===== src/rtl/spi_shift_engine.sv =====
// SPI data-path shift engine: loads a word, shifts it out MSB- or LSB-first while
// shifting a word in from a separate sample flop, and pulses done on completion.
module spi_shift_engine #(
   parameter int   DATA_LEN = 8,
   parameter logic IDLE_OUT = 1'b1,
   parameter int   CNT_W    = $clog2(DATA_LEN + 1)
) (
   input  logic                clk,
   input  logic                rst,
   input  logic                load_en,
   input  logic [DATA_LEN-1:0] d_in,
   input  logic                lsb_first,
   input  logic                sample_en,
   input  logic                shift_en,
   input  logic                serial_in,
   output logic                serial_out,
   output logic [DATA_LEN-1:0] d_out,
   output logic                busy,
   output logic                done,
   output logic [CNT_W-1:0]    bit_cnt
);

   typedef enum logic {
      ST_IDLE   = 1'b0,
      ST_ACTIVE = 1'b1
   } state_t;

   state_t              state_reg;
   logic [DATA_LEN-1:0] shift_reg;
   logic [DATA_LEN-1:0] d_out_reg;
   logic [CNT_W-1:0]    bit_cnt_reg;
   logic                sample_reg;
   logic                order_reg;
   logic                done_reg;

   // A same-cycle sample bypasses the flop so sample and shift may coincide.
   logic                s_bit;
   logic [DATA_LEN-1:0] shift_next;

   assign s_bit = sample_en ? serial_in : sample_reg;

   always_comb begin
      shift_next = shift_reg;
      if (order_reg)
         shift_next = {s_bit, shift_reg[DATA_LEN-1:1]};
      else
         shift_next = {shift_reg[DATA_LEN-2:0], s_bit};
   end

   always_ff @(posedge clk or posedge rst) begin
      if (rst) begin
         state_reg   <= ST_IDLE;
         shift_reg   <= '0;
         d_out_reg   <= '0;
         bit_cnt_reg <= '0;
         sample_reg  <= 1'b0;
         order_reg   <= 1'b0;
         done_reg    <= 1'b0;
      end else begin
         done_reg <= 1'b0;
         if (load_en) begin
            // Load wins over strobes and silently aborts any running transfer.
            state_reg   <= ST_ACTIVE;
            shift_reg   <= d_in;
            order_reg   <= lsb_first;
            bit_cnt_reg <= CNT_W'(DATA_LEN);
            sample_reg  <= 1'b0;
         end else if (state_reg == ST_ACTIVE) begin
            if (sample_en)
               sample_reg <= serial_in;
            if (shift_en) begin
               shift_reg <= shift_next;
               if (bit_cnt_reg != '0)
                  bit_cnt_reg <= bit_cnt_reg - CNT_W'(1);
               if (bit_cnt_reg == CNT_W'(1)) begin
                  d_out_reg <= shift_next;
                  state_reg <= ST_IDLE;
                  done_reg  <= 1'b1;
               end
            end
         end
      end
   end

   assign busy       = (state_reg == ST_ACTIVE);
   assign done       = done_reg;
   assign d_out      = d_out_reg;
   assign bit_cnt    = bit_cnt_reg;
   assign serial_out = busy ? (order_reg ? shift_reg[0] : shift_reg[DATA_LEN-1]) : IDLE_OUT;

endmodule

===== config.mk =====
export PLATFORM = sky130hd
export DESIGN_NAME = spi_shift_engine
export DESIGN_NICKNAME = d
export VERILOG_FILES = /design/src/rtl/spi_shift_engine.sv
export SDC_FILE = /design/constraint.sdc
export NUM_CORES = 1
export LEC_CHECK = 0
export CORE_MARGIN = 3
export CORE_UTILIZATION = 52
export CTS_CLUSTER_DIAMETER = 80
export DETAILED_ROUTE_END_ITERATION = 8
export PLACE_DENSITY_LB_ADDON = 0.08
export SETUP_SLACK_MARGIN = 0.4
export SLEW_MARGIN = 20
export SYNTH_ARGS = -nofsm -noshare
export SYNTH_HDL_FRONTEND = slang
export SYNTH_SLANG_ARGS = --single-unit

===== constraint.sdc =====
create_clock -name clk -period 3.94 [get_ports clk]
set_clock_uncertainty 0.1 [all_clocks]
set_input_delay 0.788 -clock clk [delete_from_list [all_inputs] [get_ports clk]]
set_output_delay 0.788 -clock clk [all_outputs]
set_load 0.01 [all_outputs]

# == Word level (Yosys, flattened, before mapping) ==
# Cells that the tools add are included.
# W data, S select, Z words.
# classes
n_addsub,1
n_mux,21
bitwise,1
eq_ne,1
n_reduce_logical,7
# op_table
cell,n
$mux W8,4
$mux W4,4
$mux W1,13
$reduce_bool A2 Y1,3
$eq A4 B1 Y1 const B,1
$reduce_and A4 Y1,1
$reduce_bool A4 Y1,1
$sub A4 B1 Y4 const B,1
$reduce_and A3 Y1,1
$reduce_and A2 Y1,1
$not A1 Y1,1
# word_totals
out_inout_bits,15
input_bits,15
wordCells,38
ff_bits,24

# == Longest topological paths before layout ==
# Gate-level depths: netlist of the first run.
# depth
ltp_word,5
depth_mapped,6
depth_no_buf,5

# == Worst setup path after synthesis of the first run ==
# Ideal clock, no wire load.
# synth_timing
path_kind,register -> output
startpoint,reg order_reg
endpoint,out serial_out
slack_ns,2.028
t_required_ns,3.052
stages_incl_launch_ff,5
arrival_ns,1.024
cell_sequence,dfrtp_1 buf_2 clkbuf_1 mux2i_1 nand2_1
# synth_via
elab_chain_cells,2
# synth_rtl
element,line,rtl
from (decl),33,logic order_reg;
from (signal assigned),65,order_reg <= lsb_first;
$mux W1 (2 in a row),89,assign serial_out = busy ? (order_reg ? shift_reg[0] : shift_reg[DATA_LEN-1]) : IDLE_OUT;
to (decl),16,"output logic serial_out,"
# Every way passes these cells.

# == Final worst setup path of the first run ==
# Same ends and word-level chain as after synthesis.

==> impl_metrics.tcl, run 1 <==
set metrics [dict create \
    finalCritPeriodShare_pct 68.2 \
    drc 0 \
    num_rows 17 \
    diodes 0 \
    p_int_mw 0.494 \
    critical_path_class "flop to output port" \
    vias 915 \
    grt_overflow 0 \
    power.leakage_nw 0.705 \
    ys_warn_count 0 \
    cts.repair.resized 0 \
    synthCells 112 \
    ir_drop_v 0.000260 \
    total_power_mw 0.687 \
    fin_tns_setup_ns 0 \
    track_usage_pct 16.5 \
    place_congestion 0.765 \
    pwr-share-seq_pct 47.8 \
    worst_ep_arrival_time_ns 1.80 \
    crit_path_start_kind "flop" \
    antenna_found_initial 0 \
    vias_per_cell 5.51 \
    cts.sinks 24 \
    p_comb_share_pct 33.4 \
    synthArstFlopShare_pct 100 \
    final_util_pct 70.0 \
    clkSlewWorstSetupHoldPaths_ns 0.13 \
    slew_headroom_pct 40.9 \
    clkLatencyLatePin_ns 0.31 \
    swShare_pct 28.2 \
    drtAntennaViolNets 0 \
    synth_ff_type "dfrtp_1" \
    initial_core_util_pct 56.0 \
    layout_min_cycle_time_ns 2.69 \
    die_h_um 55.3 \
    cts_buffer_depth 2 \
    status "finished clean" \
    ys_seq_elements 24 \
    die-area_um2 3060 \
    drt_wl_total_um 2400 \
    first_pass_iters 4 \
    clkPwrFrac_pct 18.8 \
    portBuffers 29 \
    hp-class "flop to flop" \
    synthToLayoutAreaGrowth_pct 25.0 \
    yosysUniqueCellTypes 24 \
    nFillCells 175 \
    drv_cap 0 \
    avgSynthCellArea_um2 11.3 \
    first_global_vias 901 \
    regArea_um2 601 \
    cpLargestDelayFamily "flip-flops" \
    synth_edf_count 0 \
    setup_viol 0 \
    synth_nets 129 \
    worst_pin_slew_ns 0.885 \
    path_buf_inv 1 \
    cts_root_buffer "clkbuf_4" \
    crit_fanout 16 \
    cts_inserted_buffers 3 \
    slew_violations 0 \
    cp-end-kind "output port" \
    multi_input_area_um2 598 \
    power.switching_mw 0.193 \
    nNetsFinal 156 \
    die_x_um 55.3 \
    pin_count 30 \
    wire_per_inst_um 14.5 \
    crit_slowest_cell "dfrtp_1" \
    powerDensity_nw_per_um2 435 \
    cpPeakStageDelay_ns 0.68 \
    yosysSeqAreaShare_pct 47.5 \
    post_cts_buffers 0 \
    critPathRequiredTime_ns 3.05 \
    core-area_um2 2250 \
    hpwl_um 1770 \
    drt_iter0_drc 18 \
    htree_num_levels 1 \
    max_freq_mhz 372 \
    ctsHoldBuffers 0 \
    syn-cell-area_um2 1260 \
    cts_tree "done" \
    hold_viol_final 0 \
    drive_gt1_share_pct 17.4 \
    grt_max_degree 29 \
    crit_chain "mux2i_1 -> nand2_1 -> clkdlybuf4s50_1" \
    grt_pass1_wl_um 4060 \
    rsz0062_at_grt "false" \
]
power groups by stage:
stage | Clock (mW) | Combinational (mW) | Sequential [mW]
2_1_floorplan | 0 | 0.119 | 0.338
3_3_place_gp | 0 | 0.226 | 0.333
3_5_place_dp | 0 | 0.232 | 0.333
4_1_cts | 0.135 | 0.233 | 0.329
5_1_grt | 0.144 | 0.249 | 0.337
6_report | 0.129 | 0.230 | 0.329
synth_stat cells (3+ instances only):
cell type   n  share of area (%)
nand2_1    14                4.2
nand3_1     3                1.2
nor2_1      6                1.8
o21ai_0     8                3.2
a21oi_1     6                2.4
mux2i_1     8                6.3
clkbuf_1    4                1.2
mux2_4      8                9.5
dfrtp_1    24                 48
mux2_2      9                8.0
buf_6       3                2.7
inv_1       3               0.89
per-layer routing:
metal  global-route usage [%]  vias to the layer above  wire length, um
met5                        0                        -                0
met2                     24.8                       20             1160
met1                     23.8                      443             1120
met4                     6.94                        0               32
li1                         -                      448                -
met3                     2.57                        4               93
area by class of cell:
cell class | instances | area share (%)
clock buffer | 4 | 2.30
sequential | 24 | 38.0
multi-input combinational | 77 | 37.9
inverter | 3 | 0.713
tap | 28 | 2.22
timing repair buffer | 30 | 18.9
worst reg2reg max path, cell delays in order, from the launching register on:
cell and delay (ns):
dfrtp_1 0.55, and2_4 0.29, and4b_1 0.60, mux2_4 0.35
path summary, 6_finish.rpt:
check / start / end / slack (ns) / cells after the start
setup / recovery: order_reg / serial_out / 1.25 / 3
hold / removal: d_out[4] / d_out[4] / 0.42 / 1
setup reg to reg: busy / d_out[2] / 1.95 / 3
hold reg to reg: d_out[4] / d_out[4] / 0.42 / 1
max in group asynchronous: rst / bit_cnt[1] / 2.35 / 2
min in group asynchronous: rst / done / 0.84 / 2
cells in the final DEF (no fill, tap or decap), types with 2 or more instances in the layout:
cell type | Yosys | final
clkbuf_4 | 0 | 3
mux2_2 | 9 | 9
dfrtp_1 | 24 | 24
clkdlybuf4s50_1 | 0 | 29
o21ai_0 | 8 | 8
nor2_1 | 6 | 6
and4b_1 | 2 | 2
nand3b_1 | 2 | 2
nand3_1 | 3 | 3
or4_1 | 2 | 2
a21oi_1 | 6 | 6
mux2i_1 | 8 | 8
ha_1 | 2 | 2
nand2_1 | 14 | 14
mux2_4 | 8 | 8
inv_1 | 3 | 3
cell families (layout without fill, tap and decap cells):
logic type,Yosys count,after routing,synth area share (%)
AND/OR/NAND/NOR,33,33,14.1
multiplexers,25,25,23.9
flip-flops,24,24,47.5
AO/OA/AOI/OAI,17,17,7.43
buffers and inverters,11,37,5.15
adder cells (fa/ha/maj),2,2,1.98
metrics by stage:
step / area, um2 / worst slack, ns / hold slack (ns) / cells
global route: 1580 / 1.16 / 0.447 / 166
global placement: 1540 / 1.19 / 0.399 / 162
detailed placement: 1540 / 1.11 / 0.397 / 162
finish: 1580 / 1.25 / 0.423 / 166
floorplan: 1260 / 2.03 / 0.401 / 112
CTS: 1580 / 1.23 / 0.427 / 166
Note: power is estimated with default switching activity, not from simulation.
==> inputs of run 2 (changes only) <==
Settings changed: CORE_UTILIZATION 52 to 44.
Clock period 3.94 ns to 2.4 ns, I/O delays scaled along.
==> run 2 against run 1 <==
Final cell count is 4.8% higher. Non-clock buffer count grew 6. Largest cell class unchanged. Setup slack worse by 0.76 ns. Combinational power up 71%. Worst hold slack worse by 0.034 ns. Highest routed layer unchanged. Critical path depth decreased by 2. Wire length is 7.5% higher. Largest power group unchanged. Global-route usage grew 0.76 points. Final area is 4.0% higher. Utilization shrank 7.2 points.
==> impl_metrics.tcl, run 2 (synthesis gave the netlist of run 1 again) <==
set metrics [dict create \
    status "finished clean" \
    dp.cells 169 \
    first_global_vias 972 \
    finalCritPeriodShare_pct 79.2 \
    htree_num_levels 1 \
    drc 0 \
    hpwl_um 1940 \
    power.leakage_nw 0.742 \
    drt_wl_total_um 2580 \
    slew_violations 0 \
    layout_common_cells "clkdlybuf4s50_1 (28), dfrtp_1 (23), nand2_1 (14)" \
    cpLargestDelayFamily "buffers and inverters" \
    crit_fanout 6 \
    slew_headroom_pct 76.8 \
    clkSlewWorstSetupHoldPaths_ns 0.13 \
    grt_use_met2_pct 26.5 \
    p_int_mw 0.892 \
    wire_per_inst_um 14.8 \
    fin_tns_setup_ns 0 \
    initial_core_util_pct 48.4 \
    r2r-end "d_out[0]" \
    first_pass_iters 4 \
    layout_min_cycle_time_ns 1.90 \
    ctsHoldBuffers 0 \
    crit_slowest_cell "clkdlybuf4s50_1" \
    vias_per_cell 5.41 \
    ff2ff_path_depth 5 \
    setup_viol 0 \
    cts_tree "done" \
    clkPwrFrac_pct 24.1 \
    critPathRequiredTime_ns 1.82 \
    drt_iter0_drc 27 \
    cpPeakStageDelay_ns 0.56 \
    rsz0062_at_grt "false" \
    core-area_um2 2610 \
    portBuffers 29 \
    top_usage_layer "met2" \
    place_congestion 0.771 \
    grt_max_degree 25 \
    pin_count 30 \
    final_area_um2 1640 \
    hp-class "primary input to async pin" \
    track_usage_pct 17.3 \
    die_x_um 59.6 \
    r2r_setup_slack_ns 0.67 \
    cts_buffer_depth 2 \
    num_rows 18 \
    cp_num_cells 1 \
    path_buf_inv 1 \
    final_util_pct 62.9 \
    cts.sinks 24 \
    drive_gt1_share_pct 21.5 \
    total_power_mw 1.22 \
    p_comb_share_pct 32.2 \
    cp-end-kind "output port" \
    nFillCells 226 \
    worst_ep_arrival_time_ns 1.32 \
    ir_drop_v 0.000453 \
    powerDensity_nw_per_um2 743 \
    drtAntennaViolNets 0 \
    swShare_pct 26.9 \
    grt_pass1_wl_um 4560 \
    critical_path_class "flop to output port" \
    die-area_um2 3550 \
    hold_viol_final 0 \
    die_h_um 59.6 \
    crit_chain "clkdlybuf4s50_1" \
    grt_overflow 0 \
    dpl-instance-area_um2 1580 \
    power.switching_mw 0.329 \
    fin_cells 174 \
    cts_root_buffer "clkbuf_4" \
    cts_inserted_buffers 3 \
    layout_commonest_cell "clkdlybuf4s50_1" \
    crit_end "bit_cnt[2]" \
    nNetsFinal 162 \
    cp-startpoint "bit_cnt[2]" \
    grtUsageMet1_pct 24.1 \
    grt_util_met3_pct 2.61 \
    clkLatencyLatePin_ns 0.32 \
    vias 941 \
    worst_pin_slew_ns 0.338 \
    antenna_found_initial 0 \
    max_freq_mhz 526 \
    diodes 0 \
    crit_path_start_kind "flop" \
    synthToLayoutAreaGrowth_pct 30.0 \
    r2r_start "busy" \
    drv_cap 0 \
    pwr-share-seq_pct 43.7 \
]
run 2: cell types whose count changed in the layout (fill, tap and decap cells not counted):
cell             before  now
buf_4                 1    7
clkbuf_8              1    0
clkdlybuf4s50_1      29   28
dfrtp_2               0    1
dlygate4sd2_1         0    1
dfrtp_1              24   23
bufinv_16             0    1
run 2: layout make-up:
cell class,instances,area (um2),share of cell area [%]
flip-flops and latches,24,602,36.6
multi-input cells,77,598,36.4
repair buffers,36,342,20.8
well taps,30,37.5,2.28
clock inverters,1,30.0,1.83
clock buffers,3,22.5,1.37
inverters,3,11.3,0.685
run 2: worst min-delay path by stage:
stage / startpoint / end
2_1_floorplan: rst / bit_cnt[0]
3_3_place_gp: d_out[5] / d_out[5]
3_5_place_dp: d_out[3] / d_out[3]
4_1_cts: rst / bit_cnt[2]
5_1_grt: rst / bit_cnt[2]
6_report: rst / bit_cnt[2]
run 2: through the flow:
stage,hold WS [ns],worst slack [ns]
3_5_place_dp,0.401,0.228
6_report,0.390,0.498
5_1_grt,0.417,0.403
4_1_cts,0.392,0.421
2_1_floorplan,0.395,0.745
3_3_place_gp,0.398,0.268
run 2: repair_timing:
item | CTS | global route
resized for setup | 2 | 0
buffers inserted | 0 | 1
endpoints found under the setup margin | 2 | 1
run 2: layer usage:
layer  vias up  share of wire [%]
li1        458                  -
met1       459                 47
met2        20                 47
met3         4                3.8
met4         0                1.4
met5         -                  0
run 2: power by group through the flow:
| stage | sequential [mW] | clock, mW | combinational [mW] |
|---|---|---|---|
| after floorplan | 0.554 | 0 | 0.196 |
| after global placement | 0.538 | 0 | 0.387 |
| after detailed placement | 0.543 | 0 | 0.398 |
| after CTS | 0.536 | 0.306 | 0.396 |
| after global routing | 0.547 | 0.322 | 0.430 |
| final | 0.534 | 0.294 | 0.393 |
